--- src/rtl/overture_io_pkg.sv ---
// Shared types and sizing helpers for the OVERTURE host-side I/O port.
package overture_io_pkg;

  localparam int DATA_W = 8;

  typedef logic [DATA_W-1:0] byte_t;

  function automatic int cnt_w(input int depth);
    return $clog2(depth) + 1;
  endfunction

endpackage

--- src/rtl/overture_io_fifo.sv ---
// Power-of-two FIFO with combinational head read and exact occupancy count.
module overture_io_fifo
  import overture_io_pkg::*;
#(
  parameter int DEPTH                   = 8,
  parameter int WIDTH                   = DATA_W,
  parameter bit PUSH_WHEN_FULL_WITH_POP = 1'b0
) (
  input  logic                      clk,
  input  logic                      rst,
  input  logic                      push_i,
  input  logic [WIDTH-1:0]          data_i,
  input  logic                      pop_i,
  output logic [WIDTH-1:0]          head_o,
  output logic                      full_o,
  output logic                      empty_o,
  output logic [cnt_w(DEPTH)-1:0]   count_o
);

  localparam int PTR_W = $clog2(DEPTH);
  localparam int CNT_W = cnt_w(DEPTH);

  logic [WIDTH-1:0] mem_q [DEPTH];
  logic [PTR_W-1:0] wr_ptr_q, wr_ptr_d;
  logic [PTR_W-1:0] rd_ptr_q, rd_ptr_d;
  logic [CNT_W-1:0] count_q, count_d;
  logic             do_push, do_pop;

  assign full_o  = (count_q == CNT_W'(DEPTH));
  assign empty_o = (count_q == '0);
  assign count_o = count_q;
  assign head_o  = mem_q[rd_ptr_q];

  // A full FIFO may still take a push when its head leaves in the same cycle.
  assign do_pop  = pop_i && !empty_o;
  assign do_push = push_i && (!full_o || (PUSH_WHEN_FULL_WITH_POP && do_pop));

  always_comb begin
    wr_ptr_d = wr_ptr_q;
    rd_ptr_d = rd_ptr_q;
    count_d  = count_q;
    if (do_push) wr_ptr_d = wr_ptr_q + PTR_W'(1);
    if (do_pop)  rd_ptr_d = rd_ptr_q + PTR_W'(1);
    case ({do_push, do_pop})
      2'b10:   count_d = count_q + CNT_W'(1);
      2'b01:   count_d = count_q - CNT_W'(1);
      default: count_d = count_q;
    endcase
  end

  always_ff @(posedge clk or posedge rst) begin
    if (rst) begin
      wr_ptr_q <= '0;
      rd_ptr_q <= '0;
      count_q  <= '0;
    end else begin
      wr_ptr_q <= wr_ptr_d;
      rd_ptr_q <= rd_ptr_d;
      count_q  <= count_d;
    end
  end

  // Storage is deliberately left out of reset.
  always_ff @(posedge clk) begin
    if (do_push) mem_q[wr_ptr_q] <= data_i;
  end

endmodule

--- src/rtl/overture_io_port.sv ---
// Host-side peer of the OVERTURE CPU I/O pins: input and output byte FIFOs plus sticky misuse flags.
module overture_io_port
  import overture_io_pkg::*;
#(
  parameter int    UUID  = 0,
  parameter string NAME  = "",
  parameter int    DEPTH = 8
) (
  input  logic                    clk,
  input  logic                    rst,
  input  logic                    arch_input_enable,
  output byte_t                   arch_input_value,
  input  logic                    arch_output_enable,
  input  byte_t                   arch_output_value,
  input  logic                    in_valid,
  input  byte_t                   in_data,
  output logic                    in_ready,
  output logic                    out_valid,
  output byte_t                   out_data,
  input  logic                    out_ready,
  output logic [cnt_w(DEPTH)-1:0] in_count,
  output logic [cnt_w(DEPTH)-1:0] out_count,
  output logic                    underflow,
  output logic                    overflow,
  input  logic                    clear_flags
);

  byte_t in_head;
  logic  in_full, in_empty, in_push, in_pop;
  logic  out_full, out_empty, out_push, out_pop;
  logic  underflow_q, underflow_d;
  logic  overflow_q, overflow_d;

  // Ready depends only on stored occupancy, never on this cycle's pop.
  assign in_ready         = !in_full;
  assign in_push          = in_valid && !in_full;
  assign in_pop           = arch_input_enable && !in_empty;
  assign arch_input_value = in_empty ? '0 : in_head;

  assign out_valid = !out_empty;
  assign out_pop   = out_valid && out_ready;
  assign out_push  = arch_output_enable && (!out_full || out_pop);

  overture_io_fifo #(
    .DEPTH                   (DEPTH),
    .WIDTH                   (DATA_W),
    .PUSH_WHEN_FULL_WITH_POP (1'b0)
  ) u_in_fifo (
    .clk     (clk),
    .rst     (rst),
    .push_i  (in_push),
    .data_i  (in_data),
    .pop_i   (in_pop),
    .head_o  (in_head),
    .full_o  (in_full),
    .empty_o (in_empty),
    .count_o (in_count)
  );

  overture_io_fifo #(
    .DEPTH                   (DEPTH),
    .WIDTH                   (DATA_W),
    .PUSH_WHEN_FULL_WITH_POP (1'b1)
  ) u_out_fifo (
    .clk     (clk),
    .rst     (rst),
    .push_i  (out_push),
    .data_i  (arch_output_value),
    .pop_i   (out_pop),
    .head_o  (out_data),
    .full_o  (out_full),
    .empty_o (out_empty),
    .count_o (out_count)
  );

  // A fresh event outranks a simultaneous clear.
  always_comb begin
    underflow_d = underflow_q;
    overflow_d  = overflow_q;
    if (clear_flags) begin
      underflow_d = 1'b0;
      overflow_d  = 1'b0;
    end
    if (arch_input_enable && in_empty)              underflow_d = 1'b1;
    if (arch_output_enable && out_full && !out_pop) overflow_d  = 1'b1;
  end

  always_ff @(posedge clk or posedge rst) begin
    if (rst) begin
      underflow_q <= 1'b0;
      overflow_q  <= 1'b0;
    end else begin
      underflow_q <= underflow_d;
      overflow_q  <= overflow_d;
    end
  end

  assign underflow = underflow_q;
  assign overflow  = overflow_q;

endmodule

--- config.mk ---
export PLATFORM = sky130hd
export DESIGN_NAME = overture_io_port
export DESIGN_NICKNAME = d
export VERILOG_FILES = /design/src/rtl/overture_io_pkg.sv /design/src/rtl/overture_io_fifo.sv /design/src/rtl/overture_io_port.sv
export SDC_FILE = /design/constraint.sdc
export NUM_CORES = 1
export LEC_CHECK = 0
export ABC_AREA = 0
export ABC_CLOCK_PERIOD_IN_PS = 2600
export BUFFER_PORTS_ARGS = -buffer_cell sky130_fd_sc_hd__clkbuf_2
export CAP_MARGIN = 40
export CORE_UTILIZATION = 53
export DETAILED_ROUTE_END_ITERATION = 8
export PLACE_DENSITY = 0.75
export RECOVER_POWER = 50
export SLEW_MARGIN = 40
export SYNTH_ARGS = -nofsm -noshare
export SYNTH_HDL_FRONTEND = slang
export SYNTH_SLANG_ARGS = --single-unit
export TNS_END_PERCENT = 30
--- constraint.sdc ---
create_clock -name clk -period 2.6 [get_ports clk]
set_input_delay 0.52 -clock clk [delete_from_list [all_inputs] [get_ports clk]]
set_output_delay 0.52 -clock clk [all_outputs]
set_load 0.005 [all_outputs]
Word-level counts from Yosys, hierarchy flattened:

Memory sizes are Yosys's and may differ from the RTL's.
Index checks and enable logic that the tools add are counted.

* input port bits: 23
* memories kept: 2
* word-level logic and storage cells: 58
* output and inout port bits: 28
* RAM bits: 128
* register bits after elaboration: 22

* equality and inequality tests: 6
* reduce and logical (&&, ||, !) cells: 24
* add/sub/neg operators: 8
* muxes and demuxes: 10

Memories
* u_in_fifo.mem_q: depth 8, bits a word 8, rd ports 1, clocked after memory_dff 0, wr ports 1, line overture_io_fifo.sv:23 `logic [WIDTH-1:0] mem_q [DEPTH];`
* u_out_fifo.mem_q: depth 8, bits a word 8, rd ports 1, clocked after memory_dff 0, wr ports 1, line overture_io_fifo.sv:23

Operators with widths (count)
* $pmux W4 S2: 2
* $add A3 B1 Y3 const B: 4
* $logic_and A1 B1 Y1: 11
* $add A4 B1 Y4 const B: 2
* $eq A4 B4 Y1 const B: 2
* $logic_not A4 Y1: 2
* $mux W8: 1
* $reduce_bool A2 Y1: 4
* $sub A4 B1 Y4 const B: 2
* $mux W1: 7
* $logic_not A1 Y1: 5
* $eq A2 B1 Y1 const B: 2
* $eq A2 B2 Y1 const B: 2
* $logic_or A1 B1 Y1: 2

Logic depth before layout (Yosys ltp):

Gate-level depths: netlist of the first run.

* word-level depth: 8
* gate-level depth with buffers: 10
* depth with buffers taken out: 9

Cells and area by module:

Synthesis of the first run repeated with hierarchy kept, for this count alone.

* cells, all modules: 350
* area, all modules: 6463.7 um2

By module, submodules not included
* overture_io_fifo at u_in_fifo: times used 1, seq. area each 2172.1 um2, area each 3135.5 um2, cells each 161
* overture_io_fifo at u_out_fifo: times used 1, seq. area each 2172.1 um2, area each 3135.5 um2, cells each 165
* overture_io_port: times used 1, seq. area each 50.0 um2, area each 192.7 um2, cells each 24

Worst setup path before layout of the first run:

OpenSTA, ideal clock, no wires.

* kind: reg-to-reg
* start: reg u_in_fifo.count_q[0] (netlist: u_in_fifo.count_o[0])
* end: reg u_in_fifo.count_q[3] (netlist: u_in_fifo.count_o[3])
* stages on the path, launching flop included: 9
* period minus slack after synthesis: 2.756 ns
* setup time: 0.134 ns
* data required time: 2.466 ns
* slack: -0.156 ns
* path buffers: 1
* data arrival time: 2.623 ns
* cells stage by stage: dfrtp_1 > or4b_1 > buf_2 > nand2_4 > ha_1 > ha_1 > or4b_2 > o311ai_0 > o211ai_1

* cells in the longest elaborated chain, start to end: 6
* elaborated cells between the ends (all ways): 14
* those cells by class: add/sub: 2; eq/ne: 3; mux: 1; reduce/logical: 8

RTL lines
* start: declaration: line overture_io_fifo.sv:26 `logic [CNT_W-1:0] count_q, count_d;`
* start signal: assignment: line overture_io_fifo.sv:59 `count_q <= count_d;`
* $eq A4 B4 Y1 (*): line overture_io_fifo.sv:29 `assign full_o = (count_q == CNT_W'(DEPTH));`
* $logic_not A1 Y1 (*)
* net in_ready: line overture_io_port.sv:17 `output logic in_ready,`
* $logic_and A1 B1 Y1: line overture_io_port.sv:36 `assign in_push = in_valid && !in_full;`
* $logic_and A1 B1 Y1 (*): line overture_io_fifo.sv:36 `assign do_push = push_i && (!full_o || (PUSH_WHEN_FULL_WITH_POP && do_pop));`
* $eq A2 B1 Y1 or $eq A2 B2 Y1 (tied branches): line overture_io_fifo.sv:44 `case ({do_push, do_pop})`
* $pmux W4 S2 or $reduce_bool A2 Y1 (tied branches)

The timed path passes the listed nets; every way through them passes the cells marked *.
A chain may end at the register's enable or synchronous reset.

Final worst setup path of the first run:

* start: reg u_in_fifo.count_q[1] (netlist: u_in_fifo.count_o[1])
* end: out arch_input_value[4]

* cells in the longest elaborated chain, start to end: 2

RTL lines
* $logic_not A4 Y1: line overture_io_fifo.sv:30 `assign empty_o = (count_q == '0);`
* $mux W8: line overture_io_port.sv:38 `assign arch_input_value = in_empty ? '0 : in_head;`
* end: declaration: line overture_io_port.sv:12 `output byte_t arch_input_value,`

Every way passes these cells.

==> results of run 1 <==
routing by layer:
metal  global-route usage, %  part of all wire (%)  vias to the layer above  routed length, µm
met3                   6.173                   5.2                       14                609
met1                   27.67                    43                     1623               5023
li1                        -                     -                     1475                  -
met2                   34.87                    50                       95               5832
met5                       0                     0                        -                  0
met4                   7.810                   1.3                        0                155
state kept, by name, summed over array words and instances, names as in the netlist, 3 cells and up:
name / flops
u_out_fifo.mem_q: 64
u_out_fifo.rd_ptr_q: 3
u_out_fifo.wr_ptr_q: 3
u_out_fifo.count_o: 4
u_in_fifo.mem_q: 64
u_in_fifo.rd_ptr_q: 3
u_in_fifo.count_o: 4
u_in_fifo.wr_ptr_q: 3
synth_stat cells (2+ instances only):
cell type,count
nor2_1,10
clkbuf_2,2
a22o_1,9
inv_1,10
buf_4,3
buf_2,3
nand2b_1,5
a21oi_1,3
buf_1,2
edfxtp_1,128
xnor2_1,11
nand3_1,5
nor3b_1,2
nor3_1,8
xor2_1,2
clkbuf_1,2
mux2_2,14
o211ai_1,3
mux2i_1,2
or4_4,2
dfrtp_1,22
nand2_1,5
mux4_2,32
or4b_2,2
buf_6,2
nor4_1,3
ha_1,10
report_power, final:
group / switching (mW) / internal (mW) / total, mW
Combinational: 1.20 / 1.49 / 2.69
Clock: 0.987 / 1.52 / 2.51
Sequential: 0.415 / 3.11 / 3.52
Total: 2.60 / 6.12 / 8.72
through the flow:
step | hold slack [ns] | area [µm²] | utilization, %
after detailed placement | 0.4911 | 6788 | 59.45
after floorplan | 0.4670 | 6222 | -
after global routing | 0.3408 | 7400 | 64.80
after global placement | 0.4876 | 6788 | 59.45
after CTS | 0.1048 | 7400 | 64.80
final | 0.2592 | 7400 | 64.80
cell type report:
cell class	count	share of cell area (%)
Tap cell	143	2.418
Inverter	10	0.5073
Clock inverter	13	2.300
Clock buffer	18	5.800
Multi-Input combinational cell	148	23.11
Timing Repair Buffer	82	6.392
Sequential cell	150	59.47
how the worst max path moves through the flow:
stage	start	slack [ns]	end
2_1_floorplan	u_out_fifo.count_o[1]	-0.007	u_out_fifo.count_o[3]
5_1_grt	u_out_fifo.count_o[3]	0.01	u_out_fifo.count_o[2]
3_3_place_gp	u_in_fifo.count_o[0]	0.08	u_in_fifo.count_o[3]
4_1_cts	u_in_fifo.count_o[1]	0.006	u_in_fifo.count_o[3]
3_5_place_dp	u_in_fifo.count_o[1]	0.01	u_in_fifo.count_o[3]
6_report	u_in_fifo.count_o[1]	0.09	arch_input_value[4]
critical path, cell delays in order, from the launching register on:
cell,delay (ns)
dfrtp_2,0.43
or4_4,0.55
and2_4,0.22
a22o_1,0.25
clkbuf_2,0.12
repair_timing:
action	4_1_cts	5_1_grt
gates resized for setup	6	4
endpoints found under the setup margin	17	1
hold buffers	0	0
setup buffers	0	4
endpoints found under the hold margin	0	0
pin swaps	0	4
cells by family after synthesis:
logic type / after synthesis / share of synthesized area, %
XOR/XNOR: 13 / 1.840
buffers and inverters: 24 / 1.981
AND/OR/NAND/NOR: 51 / 4.953
flip-flops: 150 / 70.99
adder cells (fa/ha/maj): 11 / 2.345
AO/OA/AOI/OAI: 25 / 3.376
multiplexers: 48 / 14.51
==> impl_metrics.tcl, run 1 <==
set metrics [dict create \
    max_cap_viol_count 0 \
    tightestPinTransition_ns 0.8918 \
    path_max_fanout 8 \
    rsz0062_at_grt "false" \
    status "finished with violations" \
    multi_input_area_mm2 0.001710 \
    die_y_um 110.1 \
    synth_edf_count 128 \
    p_per_area_mw_per_mm2 1178 \
    fp.coreArea_mm2 0.01142 \
    grt_max_degree 23 \
    clk_pin_slew_ns 0.06 \
    routed_wl_um 11620 \
    period_needed_ns 2.513 \
    rr_endpoint "u_in_fifo.count_o[3]" \
    synth_top_area_share_pct 62.10 \
    seq_area_frac_synth_pct 70.99 \
    cp-end-kind "primary output" \
    hpwl_um 7176 \
    final_max_slew_viol_count 0 \
    grt_pass1_vias 3405 \
    areaGrowthSynthToFinish_pct 19.55 \
    avgSynthCellArea_um2 19.22 \
    synth.largest_area_cell "edfxtp_1" \
    h-tree-depth 4 \
    io_pins 51 \
    startpoint_type "register" \
    synth_seq_cells 150 \
    r2r-start "u_in_fifo.count_o[1]" \
    syn_inst 322 \
    drt_iter0_drc 148 \
    total_power_mw 8.716 \
    final_nets 443 \
    seq_area_mm2 0.004400 \
    die-area_mm2 0.01211 \
    vias 3207 \
    min_path_type "input port to asynchronous set/reset pin" \
    cp.required_ns 2.08 \
    wire_per_inst_um 20.60 \
    start_util_pct 54.21 \
    grt_overflow 0 \
    async_flop_share_pct 14.67 \
    grt_pass1_wl_um 18070 \
    violations "DRC" \
    leakage_nw 2.610 \
    worst_ep_arrival_time_ns 1.99 \
    fin_crit_sh_pct 96.66 \
    ys_types 47 \
    fmax_mhz 397.9 \
    drive_above_1_share_pct 36.82 \
    setup-violations-final 0 \
    grt.total_usage_pct 21.47 \
    ys.flop_type "edfxtp_1" \
    finalClockSkew_ns 0.009105 \
    synth_fp_nets 356 \
    drc_errors 2 \
    port_buffers 50 \
    cts_sinks 150 \
    nFillCells 788 \
    dp_cells 529 \
    netlist_area_mm2 0.006190 \
    ys_warn_count 0 \
    vias_per_cell 5.686 \
    cts_root_buffer "clkbuf_16" \
    fp-row-count 39 \
    finalNonFillerCells 564 \
    antenna_found_initial 0 \
    clock_latency_ns 0.42 \
    final_common_cell "edfxtp_1" \
    die_w_um 110.1 \
    relSlewSlack_pct 40.48 \
    drtPass1Iterations 6 \
    critical_path_class "register to primary output" \
    ant_nets 0 \
    clk_path_buf_depth 2 \
    place.gp.congestion 0.7785 \
    finalHoldViolCount 0 \
    dp_slack_ns 0.01159 \
    fin_setup_tns_ns 0 \
    rrSetupSlack_ns 0.09 \
    cts_tree "done" \
    synth_top_cells_by_area "edfxtp_1 (62%), mux4_2 (12%), dfrtp_1 (8.9%), mux2_2 (2.5%), ha_1 (2.0%)" \
    max-vdd-ir-drop_mv 0.6594 \
    cts_inserted_buffers 17 \
    ff2ff_path_depth 9 \
    diodes 0 \
    final_cell_mix "edfxtp_1 (128), mux4_2 (32), clkbuf_2 (32), buf_4 (29), clkbuf_1 (21)" \
    setup_ws_ns 0.08692 \
]
Note: power is estimated with default switching activity, not from simulation.
==> run 2: changes to the inputs <==
Settings changed: CORE_UTILIZATION 53 to 56, CTS_BUF_LIST set to sky130_fd_sc_hd__clkbuf_8, PLACE_DENSITY 0.75 to 0.78, SLEW_MARGIN 40 to 5.
==> impl_metrics.tcl, run 2 (synthesis results as in run 1) <==
set metrics [dict create \
    status "finished with violations" \
    violations "hold timing" \
    grt_max_degree 19 \
    max-vdd-ir-drop_mv 0.6454 \
    hpwl_um 7172 \
    reg_top3 "u_in_fifo.mem_q (64), u_out_fifo.mem_q (64)" \
    path_max_fanout 8 \
    met1_usage_pct 28.05 \
    die-area_mm2 0.01148 \
    fin_crit_sh_pct 98.63 \
    min_path_type "input port to asynchronous set/reset pin" \
    cts_tree "done" \
    fin_setup_tns_ns 0 \
    cp-end-kind "primary output" \
    critical_path_class "register to primary output" \
    port_buffers 50 \
    rsz0062_at_grt "true" \
    cts_sinks 150 \
    tightestPinTransition_ns 0.9060 \
    seq_area_mm2 0.004400 \
    fp-row-count 38 \
    drt_iter0_drc 210 \
    met3_usage_pct 6.140 \
    worst_ep_arrival_time_ns 2.04 \
    final_cell_mix "edfxtp_1 (128), clkbuf_2 (34), mux4_2 (32), buf_4 (27), clkbuf_8 (19)" \
    die_y_um 107.1 \
    relSlewSlack_pct 39.60 \
    max_cap_viol_count 0 \
    ant_nets 0 \
    areaGrowthSynthToFinish_pct 16.74 \
    period_needed_ns 2.564 \
    crit_path_start "u_in_fifo.count_o[1]" \
    leakage_nw 2.511 \
    vias 3257 \
    grt_pass1_wl_um 17330 \
    start_util_pct 57.35 \
    drtPass1Iterations 4 \
    io_pins 51 \
    die_w_um 107.1 \
    clk_path_buf_depth 2 \
    finalClockSkew_ns 0.01122 \
    r2r-start "u_in_fifo.count_o[1]" \
    clk_pin_slew_ns 0.08 \
    multi_input_area_mm2 0.001767 \
    fp.coreArea_mm2 0.01079 \
    final_max_slew_viol_count 0 \
    final_nets 441 \
    vias_per_cell 5.816 \
    dp_cells 524 \
    drc_errors 0 \
    cts_root_buffer "clkbuf_8" \
    final_common_cell "edfxtp_1" \
    grt_pass1_vias 3348 \
    timing.hold.ws_ns -0.01978 \
    fmax_mhz 390.0 \
    finalHoldViolCount 6 \
    drive_above_1_share_pct 39.05 \
    wire_per_inst_um 19.62 \
    grt.busiest_layer "met2" \
    antenna_found_initial 0 \
    clock_latency_ns 0.43 \
    grt_overflow 0 \
    routed_wl_um 10990 \
    place.gp.congestion 0.7839 \
    cts_inserted_buffers 17 \
    setup-violations-final 0 \
    grtUsageMet2_pct 33.23 \
    h-tree-depth 4 \
    finalNonFillerCells 560 \
    grt.total_usage_pct 21.06 \
    diodes 0 \
    cp.required_ns 2.08 \
    p_per_area_mw_per_mm2 1094 \
    nFillCells 696 \
    startpoint_type "register" \
]
## run 2: cell count changes in the layout (fill, tap and decap cells not counted), sizes merged
cell / before / now
clkinv: 2 / 5
inv: 16 / 12
bufinv: 3 / 1
buf: 30 / 29
clkinvlp: 2 / 5
## run 2: what timing repair did
item                                    4_1_cts  5_1_grt
resized for setup                             9        7
buffers inserted                              0        4
endpoints found under the setup margin       18        4
hold buffers                                  0        0
pin swaps                                     0        4
## run 2: final timing paths
check | end | slack (ns) | cells past startpoint
setup / recovery | arch_input_value[5] | 0.04 | 4
hold / removal | u_in_fifo.wr_ptr_q[0] | -0.02 | 2
setup reg to reg | u_in_fifo.count_o[3] | 0.04 | 8
hold reg to reg | u_out_fifo.count_o[0] | 0.54 | 1
max in group asynchronous | u_in_fifo.count_o[3] | 1.45 | 3
min in group clk | u_out_fifo.rd_ptr_q[0] | 0.38 | 3
## run 2: routing by layer
| layer | routed length (µm) | share of wire (%) | vias up |
|---|---|---|---|
| met5 | 0 | 0 | - |
| met1 | 4556 | 41 | 1676 |
| met3 | 608 | 5.5 | 10 |
| li1 | - | - | 1470 |
| met2 | 5695 | 52 | 101 |
| met4 | 127 | 1.2 | 0 |
## run 2: power by group
group	total, mW	internal, mW	switching (mW)
clock	1.62	0.797	0.822
combinational	2.77	1.54	1.23
sequential	3.52	3.10	0.417
## run 2: worst max-delay path, cell delays in order, from the launching register on
cell and delay, ns:
dfrtp_2 0.44, or4_4 0.58, and2_4 0.23, a22o_1 0.24
clkbuf_2 0.12
## run 2: layout make-up
type	count	share of cell area [%]
Inverter	10	0.5195
Tap cell	140	2.424
Clock inverter	13	1.489
Timing Repair Buffer	80	6.597
Sequential cell	150	60.90
Clock buffer	19	3.619
Multi-Input combinational cell	148	24.45
## run 2: through the flow
step                      area (µm²)  setup WS (ns)  power, mW  utilization, %
after floorplan                 6222      -0.006967      5.292               -
after detailed placement        6802        -0.1015      6.266           63.02
after global placement          6774        0.09721      6.148           62.76
final                           7226        0.03567      7.907           66.95
after CTS                       7197        0.01723      7.904           66.68
after global routing            7226       -0.01797      8.344           66.95
